[src/rtl/br_puf_pkg.sv]
// Shared types and defaults for the butterfly-ring PUF controller.
package br_puf_pkg;
  localparam int CH_W              = 128;
  localparam int DEF_RESET_CYCLES  = 16;
  localparam int DEF_SETTLE_CYCLES = 64;
  localparam int DEF_NUM_EVAL      = 15;

  typedef enum logic [2:0] {
    ST_IDLE,
    ST_RING_RST,
    ST_SETTLE,
    ST_SAMPLE,
    ST_DONE
  } state_e;
endpackage

[src/rtl/br_sync2.sv]
// Two-flop synchronizer for the free-running ring output.
module br_sync2 (
  input  logic clk_i,
  input  logic rst_i,
  input  logic d_i,
  output logic q_o
);
  logic [1:0] ff_q;

  always_ff @(posedge clk_i or posedge rst_i) begin
    if (rst_i) ff_q <= '0;
    else       ff_q <= {ff_q[0], d_i};
  end

  assign q_o = ff_q[1];
endmodule

[src/rtl/br_puf_ctrl.sv]
// Butterfly-ring PUF controller: repeated reset/settle/sample of the ring,
// majority vote over NUM_EVAL samples, valid/ready response handshake.
module br_puf_ctrl
  import br_puf_pkg::*;
#(
  parameter int RESET_CYCLES  = DEF_RESET_CYCLES,
  parameter int SETTLE_CYCLES = DEF_SETTLE_CYCLES,
  parameter int NUM_EVAL      = DEF_NUM_EVAL
) (
  input  logic            CLK,
  input  logic            RESET,
  input  logic            CH_VALID,
  output logic            CH_READY,
  input  logic [CH_W-1:0] CH_DATA,
  output logic            PUF_RESET,
  output logic [CH_W-1:0] PUF_C,
  input  logic            PUF_OUT,
  output logic            RESP_VALID,
  input  logic            RESP_READY,
  output logic            RESP_BIT,
  output logic [7:0]      RESP_ONES,
  output logic            RESP_UNSTABLE
);
  if (NUM_EVAL % 2 == 0 || NUM_EVAL < 1 || NUM_EVAL > 255 ||
      SETTLE_CYCLES < 3 || RESET_CYCLES < 1) begin : g_bad_params
    $error("br_puf_ctrl: illegal parameter set");
  end

  localparam int MAXC = (RESET_CYCLES > SETTLE_CYCLES) ? RESET_CYCLES : SETTLE_CYCLES;
  localparam int CW   = $clog2(MAXC);
  localparam int OW   = $clog2(NUM_EVAL + 1);

  state_e          state_q, state_d;
  logic [CW-1:0]   cnt_q, cnt_d;
  logic [OW-1:0]   eval_q, eval_d;
  logic [OW-1:0]   ones_q, ones_d;
  logic [CH_W-1:0] c_q;
  logic            accept;
  logic            out_sync;

  br_sync2 u_sync (
    .clk_i (CLK),
    .rst_i (RESET),
    .d_i   (PUF_OUT),
    .q_o   (out_sync)
  );

  always_comb begin
    state_d   = state_q;
    cnt_d     = cnt_q;
    eval_d    = eval_q;
    ones_d    = ones_q;
    CH_READY  = 1'b0;
    PUF_RESET = 1'b1;
    accept    = 1'b0;
    case (state_q)
      ST_IDLE: begin
        CH_READY = 1'b1;
        if (CH_VALID) begin
          accept  = 1'b1;
          state_d = ST_RING_RST;
          cnt_d   = '0;
          eval_d  = '0;
          ones_d  = '0;
        end
      end
      ST_RING_RST: begin
        if (cnt_q == CW'(RESET_CYCLES - 1)) begin
          state_d = ST_SETTLE;
          cnt_d   = '0;
        end else begin
          cnt_d = cnt_q + CW'(1);
        end
      end
      ST_SETTLE: begin
        PUF_RESET = 1'b0;
        if (cnt_q == CW'(SETTLE_CYCLES - 1)) begin
          state_d = ST_SAMPLE;
          cnt_d   = '0;
        end else begin
          cnt_d = cnt_q + CW'(1);
        end
      end
      ST_SAMPLE: begin
        PUF_RESET = 1'b0;
        ones_d    = ones_q + OW'(out_sync);
        eval_d    = eval_q + OW'(1);
        state_d   = (eval_d == OW'(NUM_EVAL)) ? ST_DONE : ST_RING_RST;
      end
      ST_DONE: begin
        if (RESP_READY) state_d = ST_IDLE;
      end
      default: state_d = ST_IDLE;
    endcase
  end

  always_ff @(posedge CLK or posedge RESET) begin
    if (RESET) begin
      state_q <= ST_IDLE;
      cnt_q   <= '0;
      eval_q  <= '0;
      ones_q  <= '0;
      c_q     <= '0;
    end else begin
      state_q <= state_d;
      cnt_q   <= cnt_d;
      eval_q  <= eval_d;
      ones_q  <= ones_d;
      if (accept) c_q <= CH_DATA;
    end
  end

  // Response fields are gated by DONE so they read zero outside a response.
  assign PUF_C         = c_q;
  assign RESP_VALID    = (state_q == ST_DONE);
  assign RESP_BIT      = RESP_VALID && (ones_q > OW'(NUM_EVAL / 2));
  assign RESP_ONES     = RESP_VALID ? 8'(ones_q) : 8'd0;
  assign RESP_UNSTABLE = RESP_VALID && (ones_q != '0) && (ones_q != OW'(NUM_EVAL));
endmodule

[config.mk]
export PLATFORM = sky130hd
export DESIGN_NAME = br_puf_ctrl
export DESIGN_NICKNAME = d
export VERILOG_FILES = /design/src/rtl/br_puf_pkg.sv /design/src/rtl/br_sync2.sv /design/src/rtl/br_puf_ctrl.sv
export SDC_FILE = /design/constraint.sdc
export NUM_CORES = 1
export LEC_CHECK = 0
export CAP_MARGIN = 15
export CORE_MARGIN = 4
export CORE_UTILIZATION = 42
export CTS_CLUSTER_SIZE = 10
export DETAILED_ROUTE_END_ITERATION = 10
export HOLD_SLACK_MARGIN = 0.15
export PLACE_DENSITY = 0.79
export SYNTH_ARGS = -nofsm -noshare
export SYNTH_HDL_FRONTEND = slang
export SYNTH_HIERARCHICAL = 1
export SYNTH_SLANG_ARGS = --single-unit
[constraint.sdc]
create_clock -name CLK -period 5.47 [get_ports CLK]
set_input_delay 1.094 -clock CLK [delete_from_list [all_inputs] [get_ports CLK]]
set_output_delay 1.094 -clock CLK [all_outputs]
set_load 0.02 [all_outputs]
-- Yosys cells after proc, flatten, opt, wreduce, memory -nomap -nowiden
Index checks and enable logic that the tools add are counted.
W data, S select, Z words.
- bits in registers: 147
- bits of input ports: 133
- output and inout bits: 141
- logic and storage cells: 51
- add/sub/neg operators: 3
- magnitude comparators: 1
- equality and inequality tests: 12
- mux-type cells: 18
- reductions and logical operators: 11
- operators by type and width (operator ; count):
    $mux W6 ; 3
    $pmux W6 S3 ; 1
    $pmux W4 S2 ; 2
    $mux W3 ; 5
    $pmux W3 S5 ; 1
    $mux W4 ; 2
    $add A6 B1 Y6 const B ; 1
    $eq A3 B2 Y1 const B ; 2
    $eq A6 B4 Y1 const B ; 1
    $eq A6 B6 Y1 const B ; 1
    $ne A2 B2 Y1 const B ; 3
    $add A4 B1 Y4 ; 1
    $add A4 B1 Y4 const B ; 1
    $eq A4 B4 Y1 const B ; 1
    $gt A4 B3 Y1 const B ; 1
    $mux W1 ; 4
    $ne A4 B4 Y1 const B ; 1
    $reduce_and A2 Y1 ; 2
    $reduce_and A4 Y1 ; 1
    $reduce_bool A4 Y1 ; 1
    $eq A3 B1 Y1 const B ; 1
    $eq A3 B3 Y1 const B ; 1
    $logic_and A1 B1 Y1 ; 3
    $logic_not A3 Y1 ; 1
    4 further kinds ; 4

-- Longest topological paths before layout
- word-level depth: 4
- mapped depth: 6
- depth with buffers taken out: 5

-- By module
Netlist, hierarchy kept.
- modules (own cells, without submodules) (module ; times used ; cells each ; area each (um2) ; seq. area each (um2)):
    br_puf_ctrl ; 1 ; 405 ; 5914.4 ; 3628.5
    br_sync2 ; 1 ; 3 ; 53.8 ; 50.0

-- Worst setup path before layout
No wires, ideal clock.
- path kind: register to output
- start: register state_q[1]
- end: output RESP_UNSTABLE
- arrival: 1.552 ns
- required time: 4.376 ns
- setup slack: 2.824 ns
- cell stages (with the launch flop): 6
- path buffers: 2
- cell sequence: dfrtp_1 -> buf_2 -> buf_2 -> nor2_1 -> nand2_1 -> nor3_1
- longest elaborated chain between the ends: 3
- ends and longest elaborated chain (element ; line ; source):
    from (decl) ; br_puf_ctrl.sv:33 ; state_e state_q, state_d;
    from (signal assigned) ; br_puf_ctrl.sv:105 ; state_q <= state_d;
    $eq A3 B3 Y1 ; br_puf_ctrl.sv:115 ; assign RESP_VALID = (state_q == ST_DONE);
    $logic_and A1 B1 Y1 (2 in series) ; br_puf_ctrl.sv:118 ; assign RESP_UNSTABLE = RESP_VALID && (ones_q != '0) && (ones_q != OW'(NUM_EVAL));
    to (decl) ; br_puf_ctrl.sv:22 ; output logic RESP_UNSTABLE
Every way passes these cells.

-- Final worst setup path
Same ends and word-level chain as after synthesis.

==> summary.md <==
The flow ran to the end, and the final reports show no timing, DRC or antenna violations. The run gives 67.8% as the utilization of the core after routing. The tools report the initial antenna violation count as 0. The number of global-route vias before repair is 4,762, and the maximum cell stage delay along the critical path is 0.65 ns.

Clock network fraction of total power: 23.8%. The core region is 13,900 sq um. The post-CTS setup repair buffer count was 0; the aggregate global routing overflow was 0. Summed over all instances, the cell type with the most area after synthesis is sky130_fd_sc_hd__dfrtp_1. The area growth from synthesis to layout is 57.7%. The worst setup path is launched from a flip-flop. The synthesized design contains 147 register bits. In the synthesized netlist the async set-or-reset flop fraction comes to 100%. STA puts the critical path data arrival time at 2.47 ns. The initial utilization of the core area, before any placement, comes to 43.0%.

Final count of hold timing violations: 0. In this run the worst path has a maximum fanout of 20. Net switching is 33.2% of the power.

The run gives 5970 sq um as the combined area of all synthesized cells. TritonCTS built the clock tree. The worst path uses 65.2% of the clock period. In the post-synthesis netlist, the biggest area contributors are sky130_fd_sc_hd__dfrtp_1 (62%), sky130_fd_sc_hd__mux2_1 (15%), sky130_fd_sc_hd__mux2_2 (9.6%). Headroom to the max-slew limit came out at 50.2%. The die covers 16,200 sq um. Entering global routing, the biggest net connects 133 pins. The tools report the number of placed cells counting well taps as 838.

The share of the synthesized area in the top cell type is 61.6%. In this run, the combinational gates consume 41.0% of the power. The number of DRC violations after detailed-routing iteration 0 was 170; the final-layout setup total negative slack was 0 ns. The tools report the count of TritonRoute iterations in the first routing pass as 4.

Yosys printed 6 warnings. The run gives 4.09 nW as the standby leakage power. Setup repair after global routing left no endpoint under its margin. Once detail routing completed, the nets flagged for antenna violations numbered 0. Yosys mapped the design onto 45 distinct sky130hd cell types. The die extent in y is 127 um, and the number of standard cells in the layout, taps in and fillers out is 869. In this run the number of H-tree levels came out at 4.

Clock tree synthesis inserted a total of 17 buffers. The max-cap check violation count was 0; the clock-pin slew on the worst setup and hold paths was 0.05 ns. Among all flip-flop cells after synthesis, the most frequent one is sky130_fd_sc_hd__dfrtp_1. For this block, the routed nets add up to 15,300 um of wire. The slowest stage of the critical path is the sky130_fd_sc_hd__clkdlybuf4s50_1 cell.

Summed over all nets, the switching power comes to 0.00176 W. The tightest min-delay check is of the flip-flop to flip-flop type. Setup violations remaining at the end of the flow were counted as 0. Critical path class: flip-flop to output port.

The run gives 408 as the number of instances in the synthesized netlist. 274 I/O pins were placed. Power spread over the standard cell area amounts to 564 nW/um^2. The signal on the critical path passes through nor2_1 > nand2_1 > nor3_1 > clkdlybuf4s50_1.

The repair_antennas step left the layout with diodes totalling 0. The logs give 0.41 ns for the clock latency on the worst-skew pair and 0.00889 ns for the largest clock skew in the final design. VDD sags by at most 0.308 mV. In this run, flip-flops and latches consume 35.2% of the power. Routability-driven placement finished with a final weighted congestion of 0.810. Count of clock tree sinks: 147. The clock tree root buffer cell is sky130_fd_sc_hd__clkbuf_16. The run gives 43 as the row count. The post-route minimum period is 3.56 ns, and the total count of max-transition violations in the final report is 0. The first global-routing pass estimated 25,000 um of wire. For the pin with the worst max-slew slack, the measured transition is 0.747 ns.

After layout, the worst setup slack is 1.91 ns. Sequential cells were found to cover 61.6% of the synthesized design area. The worst setup path is captured at an output port. The average vias per placed instance works out to 4.92. The maximum frequency from static timing analysis was 281 MHz; the required time of the critical path was 4.38 ns. The logs give 9410 sq um for the summed area of non-filler cells in the final layout and 0 for the post-cts resize count. After detailed routing, the number of remaining DRC violations is 0. In the global route stage, overall resource usage came out at 19.6%. The routed layout has 4,278 vias.

OpenSTA, run right after detailed placement, puts the worst setup slack at 2.28 ns. A synthesized cell averages 14.6 sq um. The cell-internal power was 0.00355 W; the count of port buffers added during placement was 269. The net count of the finished layout is 815. In the final layout, the share of cells above drive strength 1 is 12.6%.

The logs give 0 for the hold buffer count at CTS and 8770 sq um for the post-detailed-placement cell area. The die extent in x is 127 um. The buffer depth of the longest clock path was 2. Yosys mapped a number of flops with a built-in enable equal to 0. In the final routed layout, each cell accounts on average for 17.6 um. Detailed placement finished with a half-perimeter wire length of 11,200 um.
power groups by stage:
stage	clock [W]	combinational (W)	sequential [W]
floorplan	0	0.000532	0.00237
global placement	0	0.00216	0.00185
detailed placement	0	0.00220	0.00189
CTS	0.00129	0.00221	0.00188
global route	0.00134	0.00233	0.00195
finish	0.00126	0.00218	0.00187
per-stage QoR:
stage | hold slack [ns] | total power [W]
5_1_grt | 0.379 | 0.00561
4_1_cts | 0.351 | 0.00538
3_5_place_dp | 0.338 | 0.00409
6_report | 0.354 | 0.00531
2_1_floorplan | 0.331 | 0.00291
3_3_place_gp | 0.333 | 0.00401
worst max-delay path: cells and delay by family, from the launching register on:
family / cells / cell delay [ns]
buffers and inverters: 1 / 0.65
flip-flops: 1 / 0.61
AND/OR/NAND/NOR: 3 / 0.81
kinds of logic after synthesis:
| group | share of synthesized area, % |
|---|---|
| other cells | 0.0628 |
| flops | 61.6 |
| fa+ha+maj | 1.05 |
| xor+xnor | 0.294 |
| mux | 24.2 |
| compound gates | 4.61 |
| buf+inv | 3.40 |
| simple gates | 4.80 |
cells in the mapped netlist (5+ instances only):
cell type,number
sky130_fd_sc_hd__and3_1,6
sky130_fd_sc_hd__ha_1,5
sky130_fd_sc_hd__buf_2,9
sky130_fd_sc_hd__nor2_1,5
sky130_fd_sc_hd__buf_4,6
sky130_fd_sc_hd__dfrtp_1,147
sky130_fd_sc_hd__o21ai_0,16
sky130_fd_sc_hd__buf_6,7
sky130_fd_sc_hd__mux2_1,77
sky130_fd_sc_hd__nor2b_1,5
sky130_fd_sc_hd__mux2_2,51
sky130_fd_sc_hd__nand2_1,16
sky130_fd_sc_hd__inv_1,6
metal layers:
layer | part of all wire [%] | vias up | track usage, %
met5 | 0 | - | 0
met4 | 1.9 | 0 | 6.50
met3 | 10 | 22 | 8.90
met2 | 51 | 183 | 33.5
met1 | 37 | 2089 | 21.8
li1 | - | 1984 | -
final timing paths:
path,start,endpoint,slack (ns),depth (start not counted)
min in group asynchronous,RESET,u_sync/ff_q[0],0.96,2
max,state_q[1],RESP_UNSTABLE,1.91,4
min reg2reg,u_sync/ff_q[0],u_sync/ff_q[1],0.35,0
min,u_sync/ff_q[0],u_sync/ff_q[1],0.35,0
max in group asynchronous,RESET,state_q[1],3.26,3
max reg2reg,state_q[1],PUF_C[12],3.28,3
registers in the layout, summed over array words and instances (netlist names):
signal       flops
state_q          3
PUF_C          128
cnt_q            6
eval_q           4
u_sync/ff_q      2
ones_q           4
cell usage in the layout, fill, tap and decap left out, drive strengths merged, types with 2 or more instances in the layout:
cell / synthesis / final
clkdlybuf4s50: 0 / 269
nor2: 5 / 5
a21o: 2 / 2
o21a: 2 / 2
nor2b: 5 / 5
nor3b: 2 / 2
clkinvlp: 0 / 3
o21ai: 16 / 16
inv: 6 / 6
conb: 1 / 4
a21oi: 4 / 4
clkbuf: 3 / 18
a21boi: 2 / 2
buf: 22 / 3
o31ai: 2 / 2
nand3: 3 / 3
and3: 6 / 6
a31oi: 2 / 2
bufinv: 0 / 5
dfrtp: 147 / 147
nor4: 2 / 2
nand2: 16 / 16
clkinv: 0 / 5
ha: 5 / 5
nor3: 4 / 4
and3b: 2 / 2
a221o: 2 / 2
a211oi: 2 / 2
mux2: 128 / 128
final cells by class:
class                      count  area, sq um
fill                         969         4470
sequential                   147         3680
clock buffer                  18          439
inverter                       6         27.5
tap                          180          225
multi-input combinational    233         2110
clock inverter                13          209
timing repair buffer         272         2730
Note: power is estimated with default switching activity, not from simulation.
